--- src/rtl/sw_score_tracker_if.sv ---
`default_nettype none
//------------------------------------------------------------------------------
// sw_score_tracker_if : beat input / query result bundle for sw_score_tracker
// Rev 1.0
//------------------------------------------------------------------------------
interface sw_score_tracker_if #(
   parameter int NUM_PE  = 64,
   parameter int SCORE_W = 16,
   parameter int CYC_W   = 16
);
   localparam int LW = $clog2(NUM_PE);

   logic                      in_valid;
   logic                      in_first;
   logic                      in_last;
   logic [NUM_PE-1:0]         lane_en;
   logic [NUM_PE*SCORE_W-1:0] score;
   logic                      best_valid;
   logic [SCORE_W-1:0]        best_score;
   logic [LW-1:0]             best_lane;
   logic [CYC_W-1:0]          best_cycle;
   logic                      busy;

   modport master (
      output in_valid, in_first, in_last, lane_en, score,
      input  best_valid, best_score, best_lane, best_cycle, busy
   );

   modport slave (
      input  in_valid, in_first, in_last, lane_en, score,
      output best_valid, best_score, best_lane, best_cycle, busy
   );
endinterface
`default_nettype wire

--- src/rtl/sw_score_tracker.sv ---
`default_nettype none
//------------------------------------------------------------------------------
// sw_score_tracker : pipelined max tree over NUM_PE lanes with per-query best tracking
// Rev 1.0
//------------------------------------------------------------------------------
module sw_score_tracker #(
   parameter int NUM_PE  = 64,
   parameter int SCORE_W = 16,
   parameter int CYC_W   = 16
) (
   input  wire logic        clk,
   input  wire logic        rst,
   sw_score_tracker_if.slave bus
);
   localparam int L  = $clog2(NUM_PE);
   localparam int NN = NUM_PE - 1;
   localparam logic [CYC_W-1:0] C_CYC_MAX = '1;

   logic [SCORE_W-1:0] w_leaf_sc [NUM_PE];
   logic [L-1:0]       w_leaf_ln [NUM_PE];
   logic [SCORE_W-1:0] w_nd_sc   [NN];
   logic [L-1:0]       w_nd_ln   [NN];

   logic [L-1:0]       r_vld;
   logic [L-1:0]       r_fst;
   logic [L-1:0]       r_lst;
   logic [CYC_W-1:0]   r_cyc [L];
   logic [CYC_W-1:0]   r_cnt;
   logic [CYC_W-1:0]   w_beat;
   logic               r_open;

   logic [SCORE_W-1:0] r_acc_sc, r_best_sc;
   logic [L-1:0]       r_acc_ln, r_best_ln;
   logic [CYC_W-1:0]   r_acc_cyc, r_best_cyc;
   logic               r_best_vld;
   logic               w_take;
   logic [SCORE_W-1:0] w_nxt_sc;
   logic [L-1:0]       w_nxt_ln;
   logic [CYC_W-1:0]   w_nxt_cyc;

   genvar gi;
   for (gi = 0; gi < NUM_PE; gi++) begin : g_leaf
      assign w_leaf_sc[gi] = bus.lane_en[gi] ? bus.score[gi*SCORE_W +: SCORE_W] : '0;
      assign w_leaf_ln[gi] = L'(gi);
   end

   // Heap-ordered tree: node n has children 2n+1 / 2n+2; indices >= NN are leaves.
   // The left child always covers lower lanes, so "right only if strictly greater" gives lowest-lane ties.
   for (gi = 0; gi < NN; gi++) begin : g_node
      logic [SCORE_W-1:0] w_a_sc, w_b_sc, r_sc;
      logic [L-1:0]       w_a_ln, w_b_ln, r_ln;
      if (2*gi+1 >= NN) begin : g_from_leaf
         assign w_a_sc = w_leaf_sc[2*gi+1-NN];
         assign w_a_ln = w_leaf_ln[2*gi+1-NN];
         assign w_b_sc = w_leaf_sc[2*gi+2-NN];
         assign w_b_ln = w_leaf_ln[2*gi+2-NN];
      end else begin : g_from_node
         assign w_a_sc = w_nd_sc[2*gi+1];
         assign w_a_ln = w_nd_ln[2*gi+1];
         assign w_b_sc = w_nd_sc[2*gi+2];
         assign w_b_ln = w_nd_ln[2*gi+2];
      end
      always_ff @(posedge clk) begin
         if (w_b_sc > w_a_sc) begin
            r_sc <= w_b_sc;
            r_ln <= w_b_ln;
         end else begin
            r_sc <= w_a_sc;
            r_ln <= w_a_ln;
         end
      end
      assign w_nd_sc[gi] = r_sc;
      assign w_nd_ln[gi] = r_ln;
   end

   always_comb begin
      w_beat = '0;
      if (!bus.in_first)
         w_beat = (r_cnt == C_CYC_MAX) ? r_cnt : r_cnt + CYC_W'(1);
   end

   always_ff @(posedge clk) begin
      if (rst) begin
         r_vld  <= '0;
         r_fst  <= '0;
         r_lst  <= '0;
         r_cnt  <= '0;
         r_open <= 1'b0;
         for (int s = 0; s < L; s++) r_cyc[s] <= '0;
      end else begin
         r_vld[0] <= bus.in_valid;
         r_fst[0] <= bus.in_first;
         r_lst[0] <= bus.in_last;
         r_cyc[0] <= w_beat;
         for (int s = 1; s < L; s++) begin
            r_vld[s] <= r_vld[s-1];
            r_fst[s] <= r_fst[s-1];
            r_lst[s] <= r_lst[s-1];
            r_cyc[s] <= r_cyc[s-1];
         end
         if (bus.in_valid) begin
            r_cnt <= w_beat;
            if (bus.in_first)
               r_open <= ~bus.in_last;
            else if (bus.in_last)
               r_open <= 1'b0;
         end
      end
   end

   assign w_take    = r_fst[L-1] || (w_nd_sc[0] > r_acc_sc);
   assign w_nxt_sc  = w_take ? w_nd_sc[0]   : r_acc_sc;
   assign w_nxt_ln  = w_take ? w_nd_ln[0]   : r_acc_ln;
   assign w_nxt_cyc = w_take ? r_cyc[L-1]   : r_acc_cyc;

   always_ff @(posedge clk) begin
      if (rst) begin
         r_acc_sc   <= '0;
         r_acc_ln   <= '0;
         r_acc_cyc  <= '0;
         r_best_sc  <= '0;
         r_best_ln  <= '0;
         r_best_cyc <= '0;
         r_best_vld <= 1'b0;
      end else begin
         r_best_vld <= 1'b0;
         if (r_vld[L-1]) begin
            r_acc_sc  <= w_nxt_sc;
            r_acc_ln  <= w_nxt_ln;
            r_acc_cyc <= w_nxt_cyc;
            if (r_lst[L-1]) begin
               r_best_sc  <= w_nxt_sc;
               r_best_ln  <= w_nxt_ln;
               r_best_cyc <= w_nxt_cyc;
               r_best_vld <= 1'b1;
            end
         end
      end
   end

   assign bus.best_valid = r_best_vld;
   assign bus.best_score = r_best_sc;
   assign bus.best_lane  = r_best_ln;
   assign bus.best_cycle = r_best_cyc;
   assign bus.busy       = r_open | (|r_vld);
endmodule
`default_nettype wire

--- src/flat_wrapper.sv ---
// flat-port wrapper written by rule: the top's interface ports become plain ports
module sw_score_tracker_flat 
#(
   parameter int NUM_PE  = 64,
   parameter int SCORE_W = 16,
   parameter int CYC_W   = 16
)
  (clk, rst, bus_in_valid, bus_in_first, bus_in_last, bus_lane_en, bus_score, bus_best_valid, bus_best_score, bus_best_lane, bus_best_cycle, bus_busy);
  sw_score_tracker_if #(.NUM_PE(NUM_PE), .SCORE_W(SCORE_W), .CYC_W(CYC_W)) bus_i ();
  input  wire logic clk;
  input  wire logic rst;
  input wire logic [$bits(bus_i.in_valid)-1:0] bus_in_valid;
  input wire logic [$bits(bus_i.in_first)-1:0] bus_in_first;
  input wire logic [$bits(bus_i.in_last)-1:0] bus_in_last;
  input wire logic [$bits(bus_i.lane_en)-1:0] bus_lane_en;
  input wire logic [$bits(bus_i.score)-1:0] bus_score;
  output wire logic [$bits(bus_i.best_valid)-1:0] bus_best_valid;
  output wire logic [$bits(bus_i.best_score)-1:0] bus_best_score;
  output wire logic [$bits(bus_i.best_lane)-1:0] bus_best_lane;
  output wire logic [$bits(bus_i.best_cycle)-1:0] bus_best_cycle;
  output wire logic [$bits(bus_i.busy)-1:0] bus_busy;
  assign bus_i.in_valid = bus_in_valid;
  assign bus_i.in_first = bus_in_first;
  assign bus_i.in_last = bus_in_last;
  assign bus_i.lane_en = bus_lane_en;
  assign bus_i.score = bus_score;
  assign bus_best_valid = bus_i.best_valid;
  assign bus_best_score = bus_i.best_score;
  assign bus_best_lane = bus_i.best_lane;
  assign bus_best_cycle = bus_i.best_cycle;
  assign bus_busy = bus_i.busy;
  sw_score_tracker #(.NUM_PE(NUM_PE), .SCORE_W(SCORE_W), .CYC_W(CYC_W)) u_core (.clk(clk), .rst(rst), .bus(bus_i));
endmodule
--- config.mk ---
export PLATFORM = sky130hd
export DESIGN_NAME = sw_score_tracker_flat
export DESIGN_NICKNAME = d
export VERILOG_FILES = /design/src/rtl/sw_score_tracker_if.sv /design/src/rtl/sw_score_tracker.sv /design/src/flat_wrapper.sv
export SDC_FILE = /design/constraint.sdc
export NUM_CORES = 2
export LEC_CHECK = 0
export BUFFER_PORTS_ARGS = -buffer_cell sky130_fd_sc_hd__buf_2
export CORE_AREA = 5 5 433 435
export CTS_CLUSTER_DIAMETER = 150
export CTS_CLUSTER_SIZE = 10
export DETAILED_ROUTE_END_ITERATION = 6
export DIE_AREA = 0 0 438 440
export HOLD_SLACK_MARGIN = 0.06
export PLACE_DENSITY = 0.66
export REMOVE_ABC_BUFFERS = 1
export SETUP_SLACK_MARGIN = 0.3
export SLEW_MARGIN = 10
export SYNTH_ARGS = -nofsm -noshare
export SYNTH_HDL_FRONTEND = slang
export SYNTH_SLANG_ARGS = --single-unit
--- constraint.sdc ---
create_clock -name clk -period 5 [get_ports clk]
set_input_delay 1 -clock clk [delete_from_list [all_inputs] [get_ports clk]]
set_output_delay 1 -clock clk [all_outputs]
set_load 0.05 [all_outputs]
==> reports/results.txt <==
The run finished with clean final reports. In this run the tool buffered the top-level ports with 1,132 buffer cells. The number of CTS-inserted buffers was 151; the instance count after placement with tap cells included was 11,200.

The worst hold path belongs to the class flop to flop. The logs give 0.276 GHz for the maximum frequency from static timing analysis and 245,000 um for the sum of routed wire length over all layers. The run gives 1,336 as the sink count of the clock tree. Power per cell area: 441 nW/um^2. The completed layout was analyzed and its total power is 37.3 mW.

The die area is 193,000 sq um, and the post-synthesis cell type count is 50. The number of routed nets with antenna violations was 0. CTS built an H-tree with a depth of 4. The via count of the first global-routing pass is 60,200, and the total negative slack for setup checks is 0 ns. For the worst supply voltage drop on vdd, the log shows 0.000301 V.

The number of detailed-route iterations in the first pass was 6; the final-stage net count was 11,100. The worst setup path is of the flop to flop kind. The post-cts resize count is 0. At the worst endpoint, the arrival time is 4.31 ns.

The number of maximum-capacitance violations was 0. Final hold violation count: 0. The starting density of the core is 0.396, and the via count is 58,700. The pin count of the biggest net entering global routing was 81. For the maximum buffer depth of the clock tree, the log shows 3. Setup violations remaining at the end of the flow were counted as 0.

Synthesis handed over a netlist of 7,934 instances. The run gives 157 as the total number of placement rows. The worst setup path is launched from a flop. The logs give 0.433 for the met2 routing resource usage after global routing and 44.6 nW for the static power due to leakage.

STA classifies the critical path endpoint as a flop. After clock tree synthesis, the clock-pin slew on the worst setup and hold paths is 0.05 ns. After synthesis the netlist holds a flip-flop and latch count of 1,336. The layer carrying the most global-route usage was met2. The run gives 359,000 um as the global-route wire length before repair.

Number of enable flip-flop cells after synthesis: 0. The cell sitting at the root of the clock tree is a clkbuf_16. The vertical die dimension is 440 um, and the met3 track utilization from global routing is 0.0367. For the pin with the worst max-slew slack, the measured transition is 1.15 ns. The via density per instance came out at 5.13. The total count of max-transition violations in the final report came out at 0.

The total congestion overflow after global routing is 0, and the final cell count without fillers is 11,400. Dividing the synthesized area by the synthesized cell count gives 9.12 sq um. The number of design-rule violations left by the first detailed-router iteration was 3,034; the fraction of final layout cells sized beyond drive strength 1 was 0.218. The tools report the DRC violations left as 0. Buffers inserted to repair hold after CTS numbered 0. Subtracting the final worst setup slack from the clock period gives 3.62 ns. At the later pin of the worst-skew pair, clock insertion delay measures 0.78 ns. The global routing met1 resource utilization came out at 0.289. The initial antenna violation count is 60, and the final routed wire length divided by cell count is 21.4 um. Setup repair after global routing left no endpoint under its margin. Summed over all nets, the half-perimeter wirelength after detailed placement is 206,000 um. The tools report the final standard cell utilization of the core as 0.463. The floorplan step defined a core boundary enclosing 183,000 sq um. The sequential cell area fraction in the yosys report was 0.370. The post-synthesis async set-or-reset flop share came out at 0.

From left edge to right edge, the die measures 438 um. The boundary pin count is 1,133, and the post-route clock skew is 0.0279 ns. Yosys printed 0 warnings. Along the worst path, the maximum fanout reaches 25. The post-synthesis instance area is 72,300 sq um. For the worst setup path, the data required time is 5.70 ns. The area growth from synthesis to layout is 16.9%.

The total routing resource utilization after global routing was 0.243; the number of filler cells placed in the layout was 17,500. TritonCTS built the clock tree. On the final layout, the worst hold slack is 0.429 ns.

The weighted congestion reported at the end of routability-driven placement was 1.03. The headroom to the max-slew limit is 0.235. For this run, the leading register cell type out of synthesis is dfxtp_1. For the buffers inserted during post-CTS setup optimization, the log shows 0. The post-route clock period utilization was 0.724.
[report_power, final]
group	switching [mW]	leakage (nW)	internal, mW	total (mW)
registers	1.61	11.1	12.9	14.5
logic	6.75	31.5	6.23	13.0
clock network	4.25	1.99	5.48	9.73
[routing by layer]
| metal | wire length (um) | vias to the layer above | part of all wire |
|---|---|---|---|
| li1 | - | 28800 | - |
| met2 | 121000 | 1565 | 0.50 |
| met5 | 56 | - | 0.00023 |
| met3 | 11200 | 400 | 0.046 |
| met4 | 11600 | 10 | 0.048 |
| met1 | 101000 | 27900 | 0.41 |
[cell usage in the layout, fill, tap and decap left out, drive strengths merged, types with 153 or more instances in the layout]
master and count:
dfxtp 1336, buf 1178, nand2 1164, inv 1130, ha 1025, mux2 553, mux2i 537, a21oi 401
nor2b 264, o21ai 239, nand4 181, clkbuf 153
[logic make-up (layout without fill, tap and decap cells)]
kind of cell | after synthesis | in the layout | share of synthesized area
other | 0 | 56 | 0
DFF | 1336 | 1336 | 0.370
AOI/OAI and AO/OA | 1013 | 1013 | 0.0860
and+or+nand+nor | 2055 | 2055 | 0.130
buffers and inverters | 1406 | 2468 | 0.0753
xor gates and xnor gates | 9 | 9 | 0.00109
adders and majority gates | 1025 | 1025 | 0.177
muxes | 1090 | 1090 | 0.160
[Yosys cell counts, drive strengths merged, types with 21 or more instances]
cell type	instances	area (sq um)
a2111oi	38	333
a211oi	43	323
a21o	150	1130
a21oi	401	2010
buf	110	583
clkbuf	173	649
dfxtp	1336	26700
ha	1025	12800
inv	1123	4220
mux2	553	6230
mux2i	537	5380
nand2	1164	4370
nand2b	65	407
nand3	79	395
nand4	181	1130
nor2	141	529
nor2b	264	1650
nor3	100	500
nor4	23	144
o21a	63	473
o21ai	239	1280
o31a	35	307
o41ai	24	210
or4	21	158
[final timing paths]
path / from / end / slack (ns) / cells past startpoint
worst max-delay path: u_core.r_acc_sc[14] / u_core.r_acc_sc[2] / 1.38 / 10
worst min-delay path: u_core.r_cyc[0][26] / u_core.r_cyc[0][42] / 0.43 / 1
worst max register to register: u_core.r_acc_sc[14] / u_core.r_acc_sc[2] / 1.38 / 10
worst min register to register: u_core.r_cyc[0][26] / u_core.r_cyc[0][42] / 0.43 / 1
[area by class of cell]
cell class,count,area (sq um),share of cell area
multi-input combinational,5192,40400,0.478
sequential,1336,26700,0.316
timing repair buffer,1178,6020,0.0712
inverter,1123,4220,0.0499
clock buffer,153,3830,0.0453
tap,2385,2980,0.0353
clock inverter,14,239,0.00283
antenna,56,140,0.00166
[registers in the layout (all words and copies together), names as in the netlist, 6 cells and up]
| register | cells |
|---|---|
| u_core.r_fst | 6 |
| u_core.r_acc_sc | 16 |
| u_core.g_node.r_ln | 33 |
| u_core.r_cnt | 16 |
| u_core.bus.best_lane | 6 |
| u_core.g_node.w_a_sc | 416 |
| u_core.r_acc_cyc | 16 |
| u_core.r_cyc | 96 |
| u_core.r_lst | 6 |
| u_core.r_acc_ln | 6 |
| u_core.g_node.w_b_ln | 42 |
| u_core.bus.best_score | 16 |
| u_core.bus.best_cycle | 16 |
| u_core.g_node.r_sc | 192 |
| u_core.r_vld | 6 |
| u_core.g_node.w_b_sc | 400 |
| u_core.g_node.w_a_ln | 45 |
[per-stage QoR]
stage               cell area [sq um]  setup WS [ns]
CTS                             84400           1.38
floorplan                       71100          -1.27
detailed placement              80300           1.23
global route                    84500           1.08
global placement                80300           1.30
finish                          84600           1.38
[worst max-delay path, cell delays in order, from the launching register on]
cell and delay (ns):
dfxtp_1 0.32, inv_1 0.06, ha_1 0.31, nand4_1 0.14, or4_1 0.56, a21o_1 0.20, a31oi_4 0.62, and2_1 0.58
buf_4 0.44, nand2_1 0.10, a21oi_1 0.15
Note: power is estimated with default switching activity, not from simulation.
